`src/rtl/diagv2_test_sequencer.sv`:
```
// Hardware regression sequencer: load each test image, reset and run the diagv2 core,
// wait for ecall or a cycle-budget timeout, and stream one result record per test.
module diagv2_test_sequencer #(
    parameter int NUM_TESTS    = 39,
    parameter int DATA_W       = 64,
    parameter int CYC_W        = 24,
    parameter int RESET_CYCLES = 2,
    localparam int IDX_W       = $clog2(NUM_TESTS + 1)
) (
    input  logic              clk,
    input  logic              reset_n,
    input  logic              start,
    input  logic              abort,
    input  logic              stop_on_fail,
    input  logic [CYC_W-1:0]  timeout_limit,
    output logic              load_req,
    input  logic              load_ack,
    output logic [IDX_W-1:0]  test_idx,
    output logic              core_reset,
    output logic              core_halt,
    input  logic              ecall,
    input  logic [DATA_W-1:0] status_code,
    output logic              result_valid,
    input  logic              result_ready,
    output logic [IDX_W-1:0]  result_idx,
    output logic [DATA_W-1:0] result_status,
    output logic              result_pass,
    output logic              result_timeout,
    output logic [CYC_W-1:0]  result_cycles,
    output logic [IDX_W-1:0]  pass_count,
    output logic [IDX_W-1:0]  fail_count,
    output logic [IDX_W-1:0]  timeout_count,
    output logic              busy,
    output logic              done,
    output logic [2:0]        fsm_state
);

    localparam int RC_W = (RESET_CYCLES > 1) ? $clog2(RESET_CYCLES) : 1;

    typedef enum logic [2:0] {
        S_IDLE   = 3'd0,
        S_LOAD   = 3'd1,
        S_RST    = 3'd2,
        S_RUN    = 3'd3,
        S_RECORD = 3'd4,
        S_DONE   = 3'd5
    } state_t;

    state_t            state;
    state_t            state_next;
    logic [CYC_W-1:0]  cyc_cnt;
    logic [CYC_W-1:0]  cyc_inc;
    logic [CYC_W-1:0]  limit;
    logic              stop_mode;
    logic [RC_W-1:0]   rst_cnt;
    logic              accept;
    logic              last_test;
    logic              hit_limit;
    logic              end_run;

    assign fsm_state = state;
    assign cyc_inc   = (&cyc_cnt) ? cyc_cnt : cyc_cnt + 1'b1;
    assign hit_limit = (limit != '0) && (cyc_inc == limit);
    assign accept    = (state == S_RECORD) && result_ready;
    assign last_test = (test_idx == IDX_W'(NUM_TESTS - 1));
    assign end_run   = (!result_pass && stop_mode) || last_test;

    always_comb begin
        state_next = state;
        if (abort) begin
            state_next = S_IDLE;
        end else begin
            case (state)
                S_IDLE, S_DONE: if (start) state_next = S_LOAD;
                S_LOAD:         if (load_ack) state_next = S_RST;
                S_RST:          if (rst_cnt == RC_W'(RESET_CYCLES - 1)) state_next = S_RUN;
                S_RUN:          if (ecall || hit_limit) state_next = S_RECORD;
                S_RECORD:       if (accept) state_next = end_run ? S_DONE : S_LOAD;
                default:        state_next = S_IDLE;
            endcase
        end
    end

    // Control outputs are registered from the next state so they line up with the state register.
    always_ff @(posedge clk or negedge reset_n) begin
        if (!reset_n) begin
            state          <= S_IDLE;
            load_req       <= 1'b0;
            core_reset     <= 1'b1;
            core_halt      <= 1'b1;
            result_valid   <= 1'b0;
            busy           <= 1'b0;
            done           <= 1'b0;
            test_idx       <= '0;
            result_idx     <= '0;
            result_status  <= '0;
            result_pass    <= 1'b0;
            result_timeout <= 1'b0;
            result_cycles  <= '0;
            pass_count     <= '0;
            fail_count     <= '0;
            timeout_count  <= '0;
            cyc_cnt        <= '0;
            limit          <= '0;
            stop_mode      <= 1'b0;
            rst_cnt        <= '0;
        end else begin
            state        <= state_next;
            load_req     <= (state_next == S_LOAD);
            core_reset   <= (state_next == S_IDLE) || (state_next == S_LOAD) ||
                            (state_next == S_RST)  || (state_next == S_DONE);
            core_halt    <= (state_next == S_IDLE) || (state_next == S_LOAD) ||
                            (state_next == S_RECORD) || (state_next == S_DONE);
            result_valid <= (state_next == S_RECORD);
            busy         <= (state_next != S_IDLE) && (state_next != S_DONE);
            done         <= (state_next == S_DONE);

            if (!abort) begin
                case (state)
                    S_IDLE, S_DONE: begin
                        if (start) begin
                            test_idx      <= '0;
                            pass_count    <= '0;
                            fail_count    <= '0;
                            timeout_count <= '0;
                            stop_mode     <= stop_on_fail;
                            limit         <= timeout_limit;
                        end
                    end
                    S_LOAD: rst_cnt <= '0;
                    S_RST: begin
                        rst_cnt <= rst_cnt + 1'b1;
                        cyc_cnt <= '0;
                    end
                    S_RUN: begin
                        cyc_cnt <= cyc_inc;
                        // ecall beats a timeout landing on the same cycle
                        if (ecall) begin
                            result_idx     <= test_idx;
                            result_status  <= status_code;
                            result_pass    <= (status_code == '0);
                            result_timeout <= 1'b0;
                            result_cycles  <= cyc_inc;
                        end else if (hit_limit) begin
                            result_idx     <= test_idx;
                            result_status  <= '0;
                            result_pass    <= 1'b0;
                            result_timeout <= 1'b1;
                            result_cycles  <= cyc_inc;
                        end
                    end
                    S_RECORD: begin
                        if (accept) begin
                            if (result_pass) begin
                                pass_count <= pass_count + 1'b1;
                            end else begin
                                fail_count <= fail_count + 1'b1;
                                if (result_timeout) timeout_count <= timeout_count + 1'b1;
                            end
                            if (!end_run) test_idx <= test_idx + 1'b1;
                        end
                    end
                    default: ;
                endcase
            end
        end
    end

endmodule

```
`config.mk`:
```
export PLATFORM = sky130hd
export DESIGN_NAME = diagv2_test_sequencer
export DESIGN_NICKNAME = d
export VERILOG_FILES = /design/src/rtl/diagv2_test_sequencer.sv
export SDC_FILE = /design/constraint.sdc
export NUM_CORES = 1
export LEC_CHECK = 0
export CELL_PAD_IN_SITES_DETAIL_PLACEMENT = 1
export CELL_PAD_IN_SITES_GLOBAL_PLACEMENT = 1
export CORE_MARGIN = 3
export CORE_UTILIZATION = 34
export DETAILED_ROUTE_END_ITERATION = 8
export PLACE_DENSITY_LB_ADDON = 0.1
export SYNTH_ARGS = -nofsm -noshare
export SYNTH_HDL_FRONTEND = slang
export SYNTH_SLANG_ARGS = --single-unit
export TNS_END_PERCENT = 30
```
`constraint.sdc`:
```
create_clock -name clk -period 3.6 [get_ports clk]
set_input_delay 0.36 -clock clk [delete_from_list [all_inputs] [get_ports clk]]
set_output_delay 0.36 -clock clk [all_outputs]
set_load 0.005 [all_outputs]
```
# After elaboration in Yosys (flattened, before gate mapping)
# Index checks and enable logic that the tools add are counted.
dict set report totals {
  reg_bits 179
  inputBits 96
  output_inout_bits 129
  word_cells 111
}
dict set report classes {
  add_sub_neg 6
  eq_ne 18
  n_mux 35
  bitwise_logic 1
  reduce_logical 31
}
# operator count
set ops {}
lappend ops {{two-way mux 64 bit} 2}
lappend ops {{two-way mux 24 bit} 3}
lappend ops {{two-way mux 6 bit} 12}
lappend ops {{logical NOT 64 bit} 1}
lappend ops {{one-hot mux 24 bit (2 select lines)} 1}
lappend ops {{one-hot mux 6 bit (2 select lines)} 4}
lappend ops {{adder 24 x 1 -> 24 bit (second input constant)} 1}
lappend ops {{adder 6 x 1 -> 6 bit (second input constant)} 4}
lappend ops {{equality test 24 bit} 1}
lappend ops {{AND reduction 24 bit} 1}
lappend ops {{nonzero test 24 bit} 1}
lappend ops {{two-way mux 3 bit} 7}
lappend ops {{one-hot mux 3 bit (5 select lines)} 1}
lappend ops {{AND reduction 5 bit} 3}
lappend ops {{equality test 3 bit (second input constant)} 4}
lappend ops {{!= test 2 bit (second input constant)} 6}
lappend ops {{equality test 3 x 2 -> 1 bit (second input constant)} 3}
lappend ops {{nonzero test 2 bit} 4}
lappend ops {{logical OR 1 bit} 7}
lappend ops {{equality test 3 x 1 -> 1 bit (second input constant)} 2}
lappend ops {{equality test 6 bit (second input constant)} 1}
lappend ops {{logical NOT 3 bit} 2}
lappend ops {{AND reduction 3 bit} 2}
lappend ops {{AND reduction 6 bit} 1}
lappend ops {{10 further kinds} 17}

# Longest topological paths before layout
dict set report depth {
  word_depth 12
  ltp_mapped 15
  ltp_nobuf 10
}

# Worst setup path before layout
# OpenSTA, ideal clock, no wires.
dict set report synth_path {
  path_kind {register to register}
  start {register cyc_cnt[1]}
  end {register result_cycles[23]}
  setup_ns 0.128
  arrival_time_ns 3.417
  slack_ns 0.055
  path_stages_with_launch 15
  path_buffers 4
  cell_sequence {dfrtp_1 -> ha_1 -> buf_2 -> nand2_1 -> or4_1 -> clkbuf_1 -> clkbuf_1 -> o211ai_1 -> xor2_1 -> a22oi_1 -> and4_1 -> nand4_1 -> o21ai_4 -> buf_6 -> mux2_1}
}
dict set report synth_between {
  elab_chain_cells 6
  word_cells_on_any_way 9
  cone_classes {add/sub (1); eq/ne (1); mux (3); reduce/logical (4)}
}
# item line_no
set synth_lines {}
lappend synth_lines {{from (decl)} 51} ;# logic [CYC_W-1:0] cyc_cnt;
lappend synth_lines {{from (signal assigned)} 136} ;# cyc_cnt <= cyc_inc;
lappend synth_lines {{adder 24 x 1 -> 24 bit / AND reduction 24 bit (equally long branches)} 62} ;# assign cyc_inc = (&cyc_cnt) ? cyc_cnt : cyc_cnt + 1'b1;
lappend synth_lines {{two-way mux 24 bit *} 62}
lappend synth_lines {{equality test 24 bit} 63} ;# assign hit_limit = (limit != '0) && (cyc_inc == limit);
lappend synth_lines {{logical AND 1 bit} 63}
lappend synth_lines {{nonzero test 2 bit (no source line)} n/a}
lappend synth_lines {{AND reduction 3 bit (no source line)} n/a}
lappend synth_lines {{to (signal assigned)} 143} ;# result_cycles <= cyc_inc;
lappend synth_lines {{to (signal assigned)} 149} ;# result_cycles <= cyc_inc;
lappend synth_lines {{to (decl)} 29} ;# output logic [CYC_W-1:0] result_cycles,
# Mark *: on every way between the ends. The rest lies on a longest branch, timed or not. The select of a mux whose other input is x is not followed.
# A chain may end at the register's enable or synchronous reset.

# Final worst setup path
dict set report layout_path {
  start {register cyc_cnt[0]}
  end {register result_idx[3]}
}
dict set report layout_between {
  elab_chain_cells 6
  word_cells_on_any_way 7
  cone_classes {add/sub (1); eq/ne (1); mux (1); reduce/logical (4)}
}
# item line_no
set layout_lines {}
lappend layout_lines {{adder 24 x 1 -> 24 bit / AND reduction 24 bit (equally long branches)} 62}
lappend layout_lines {{two-way mux 24 bit *} 62}
lappend layout_lines {{equality test 24 bit *} 63}
lappend layout_lines {{logical AND 1 bit *} 63}
lappend layout_lines {{nonzero test 2 bit (no source line) *} n/a}
lappend layout_lines {{AND reduction 3 bit (no source line) *} n/a}
lappend layout_lines {{to (signal assigned)} 139} ;# result_idx <= test_idx;
lappend layout_lines {{to (signal assigned)} 145} ;# result_idx <= test_idx;
lappend layout_lines {{to (decl)} 25} ;# output logic [IDX_W-1:0] result_idx,
# Mark *: on every way between the ends. The rest lies on a longest branch, timed or not.

==> flow_metrics.py <==
metrics = {
    "run_status": {
        "status": "completed",
    },
    "placed_design": {
        "dpl.hpwl_mm": 24.9,
        "portBuffers": 224,
        "dp_slack_ns": -0.166,
        "gp_congestion": 0.906,
        "dp.cells": 1556,
        "placed_area_sq_mm": 0.0123,
    },
    "global_routing": {
        "antenna_found_initial": 0,
        "gr-total-overflow": 0,
        "grt_max_degree": 106,
        "grt_pass1_vias": 8888,
        "grt_pass1_wl_mm": 52.1,
        "grt_use_total_pct": 23.0,
    },
    "setup_path": {
        "worstSetupEndpointType": "flop",
        "critical-path-max-stage-delay_ns": 0.61,
        "cp.required_ns": 3.91,
        "start_kind": "flop",
        "critical_path_class": "flop to flop",
        "path_buf_inv": 4,
        "critical_path.max_fanout": 6,
        "crit_path_cell_trace": "buf_6, ha_4, nand2_4, or4_4, buf_12, o211ai_1, mux2_4, nand2_2, nor4_4, nand4_1, o21ai_4, buf_6, buf_12, mux2_2",
        "critPathTopFamily": "simple AND/OR/NAND/NOR gates",
        "cp.arrival_ns": 3.86,
        "slowest_stage": "or4_4",
    },
    "routing": {
        "drtIter0Drc": 738,
        "wl_per_cell_um": 21.4,
        "drc": 0,
        "vias": 8715,
        "firstDrtPassIters": 5,
        "routed_wl_mm": 34.6,
        "final_antenna_net_count": 0,
        "viasPerCell": 5.39,
    },
    "cts": {
        "root_buffer": "clkbuf_16",
        "clk_pin_slew_ns": 0.08,
        "htreeDepth": 4,
        "cts_buffers": 17,
        "clk_latency_ns": 0.44,
        "cts_num_sinks": 179,
        "ctsLongestPathBuffers": 2,
        "cts_tree": "done",
        "cts_hold_buf": 0,
    },
    "synthesis": {
        "synth.area.top_cells": "dfrtp_1 48%, nand2_1 8.3%, o21ai_0 5.9%",
        "yosysWarnings": 0,
        "synthCells": 973,
        "yosys_most_used_dff": "dfrtp_1",
        "syn_nets": 1075,
        "netlist_area_sq_mm": 0.00920,
        "yosysTopAreaCell": "dfrtp_1",
        "synth_top_area_share_pct": 48.1,
        "synth-async-reset-ratio_pct": 100,
        "synth-edff-count": 0,
        "synth-seq-cells": 179,
        "ys_types": 71,
        "avgSynthCellArea_sq_um": 9.46,
        "yosysMostFrequentCell": "nand2_1",
        "synthTopCellsByCount": "204 x nand2_1, 177 x dfrtp_1, 108 x o21ai_0, 43 x nor2_1, 39 x clkbuf_1",
        "synth-seq-area-share_pct": 48.7,
    },
    "floorplan": {
        "ios": 225,
        "dieArea_sq_mm": 0.0291,
        "start_util_pct": 34.9,
        "dieHeight_um": 171,
        "core_area_sq_mm": 0.0264,
        "rows": 59,
        "fp.dieW_um": 171,
    },
    "timing": {
        "tightestPinTransition_ns": 0.885,
        "slew_violations": 0,
        "setup_viol": 0,
        "maxSlewHeadroom_pct": 41.0,
        "final-hold-violation-count": 0,
        "max_freq_mhz": 282,
        "fin_ws_ns": 0.0495,
        "rsz0062_at_grt": "yes",
        "fin_crit_sh_pct": 98.6,
        "skew_ns": 0.0164,
        "min_period_ns": 3.55,
    },
    "pwr": {
        "p_comb_share_pct": 27.5,
        "clockPowerShare_pct": 30.1,
        "p_sw_uw": 2060,
        "power_density_mw_per_mm2": 470,
        "ir_worst_vdd_uv": 299,
        "switching_share_pct": 32.4,
        "leakage_uw": 0.00561,
        "power_uw": 6340,
        "p_seq_share_pct": 42.3,
        "p_int_uw": 4280,
    },
    "cells_and_area": {
        "finalNonFillerCells": 1618,
        "final_area_sq_mm": 0.0135,
        "area_growth_pct": 46.5,
        "layout-drive-gt1-share_pct": 18.6,
        "antennaDiodeCount": 0,
        "fillers": 2968,
        "final_nets": 1372,
    },
    "worst_hold_path": {
        "hp-class": "input pin to asynchronous set/reset pin",
    },
    "flow_run": {
        "max_cap_violations": 0,
    },
}
==> cells in the final DEF (no fill, tap or decap), drive strengths merged, types with 5 or more instances in the layout <==
master           n
or2              6
o31ai           10
nand2b           9
dfrtp          177
nor3            11
inv             25
xor2            27
nand2          204
o21ai          109
a21o             5
buf            108
mux2            54
or3              8
nor4            33
ha               6
and3             5
xnor2           21
clkbuf          22
nor2b            6
clkdlybuf4s50  223
a21oi           22
mux2i            8
clkinv           7
nor2            43
nand4           26
or4              6
nand3           22
==> cells by family (layout without fill, tap and decap cells) <==
logic type               after synthesis  count (layout)  synth area share [%]
AO/OA/AOI/OAI                        203             203                  13.9
buffers and inverters                 76             386                  3.55
flip-flops                           179             179                  48.7
AND/OR/NAND/NOR                      398             398                  20.8
multiplexers                          62              62                  7.48
XOR/XNOR                              49              49                  4.81
adder cells (fa/ha/maj)                6               6                 0.816
==> worst reg2reg max path, cell delays in order, from the launching register on <==
cell      delay (ns)
dfrtp_1         0.38
buf_6           0.12
ha_4            0.14
nand2_4         0.08
or4_4           0.61
buf_12          0.18
o211ai_1        0.29
mux2_4          0.23
nand2_2         0.06
nor4_4          0.25
nand4_1         0.20
o21ai_4         0.27
buf_6           0.18
buf_12          0.13
mux2_2          0.33
==> registers in the layout, summed over array words and instances (netlist names), 3 cells and up <==
signal	count
pass_count	6
result_cycles	24
limit	24
fsm_state	3
cyc_cnt	24
fail_count	6
result_idx	6
timeout_count	6
result_status	64
test_idx	6
==> cell type report <==
type | count | area (sq um) | share of cell area (%)
multi-input combinational | 718 | 4670 | 34.6
timing repair buffer | 335 | 3240 | 24.1
sequential | 179 | 4490 | 33.3
inverter | 19 | 71.3 | 0.529
clock buffer | 18 | 429 | 3.18
tap | 335 | 419 | 3.11
clock inverter | 14 | 166 | 1.23
==> metrics by stage <==
stage          hold WS, ns  TNS (ns)  utilization (%)
2_1_floorplan       0.0644         0                -
3_3_place_gp         0.468     -4.93             46.7
3_5_place_dp         0.475     -4.14             46.7
4_1_cts             0.0842         0             49.1
5_1_grt             0.0877     -3.36             51.2
6_report            0.0297         0             51.2
==> per-layer routing <==
metal | vias up | routed length (um) | GRT usage (%)
met4 | 0 | 453 | 5.01
met2 | 255 | 15700 | 35.3
met3 | 25 | 2430 | 5.71
met1 | 4402 | 16000 | 32.9
met5 | - | 0 | 0
li1 | 4033 | - | -
==> power groups by stage <==
stage | Clock (uW) | Sequential (uW) | Combinational, uW
2_1_floorplan | 0 | 2650 | 632
3_3_place_gp | 0 | 2710 | 1640
3_5_place_dp | 0 | 2710 | 1650
4_1_cts | 1960 | 2680 | 1670
5_1_grt | 2040 | 2740 | 1900
6_report | 1910 | 2680 | 1750
==> worst paths after layout <==
check                                    end          start  depth (start not counted)  slack [ns]
setup / recovery               result_idx[3]     cyc_cnt[0]                         14        0.05
hold / removal             result_cycles[16]        reset_n                          1        0.03
setup reg to reg               result_idx[3]     cyc_cnt[0]                         14        0.05
hold reg to reg                result_idx[5]  result_idx[5]                          1        0.49
max in group asynchronous               done        reset_n                          2        2.57
min in group clk               result_idx[5]  result_idx[5]                          1        0.49
==> what timing repair did <==
item	CTS	global route
resized for setup	5	73
endpoints found under the setup margin	34	100
buffers inserted	1	26
pin swaps	1	20
gates cloned	0	4
Note: power is estimated with default switching activity, not from simulation.
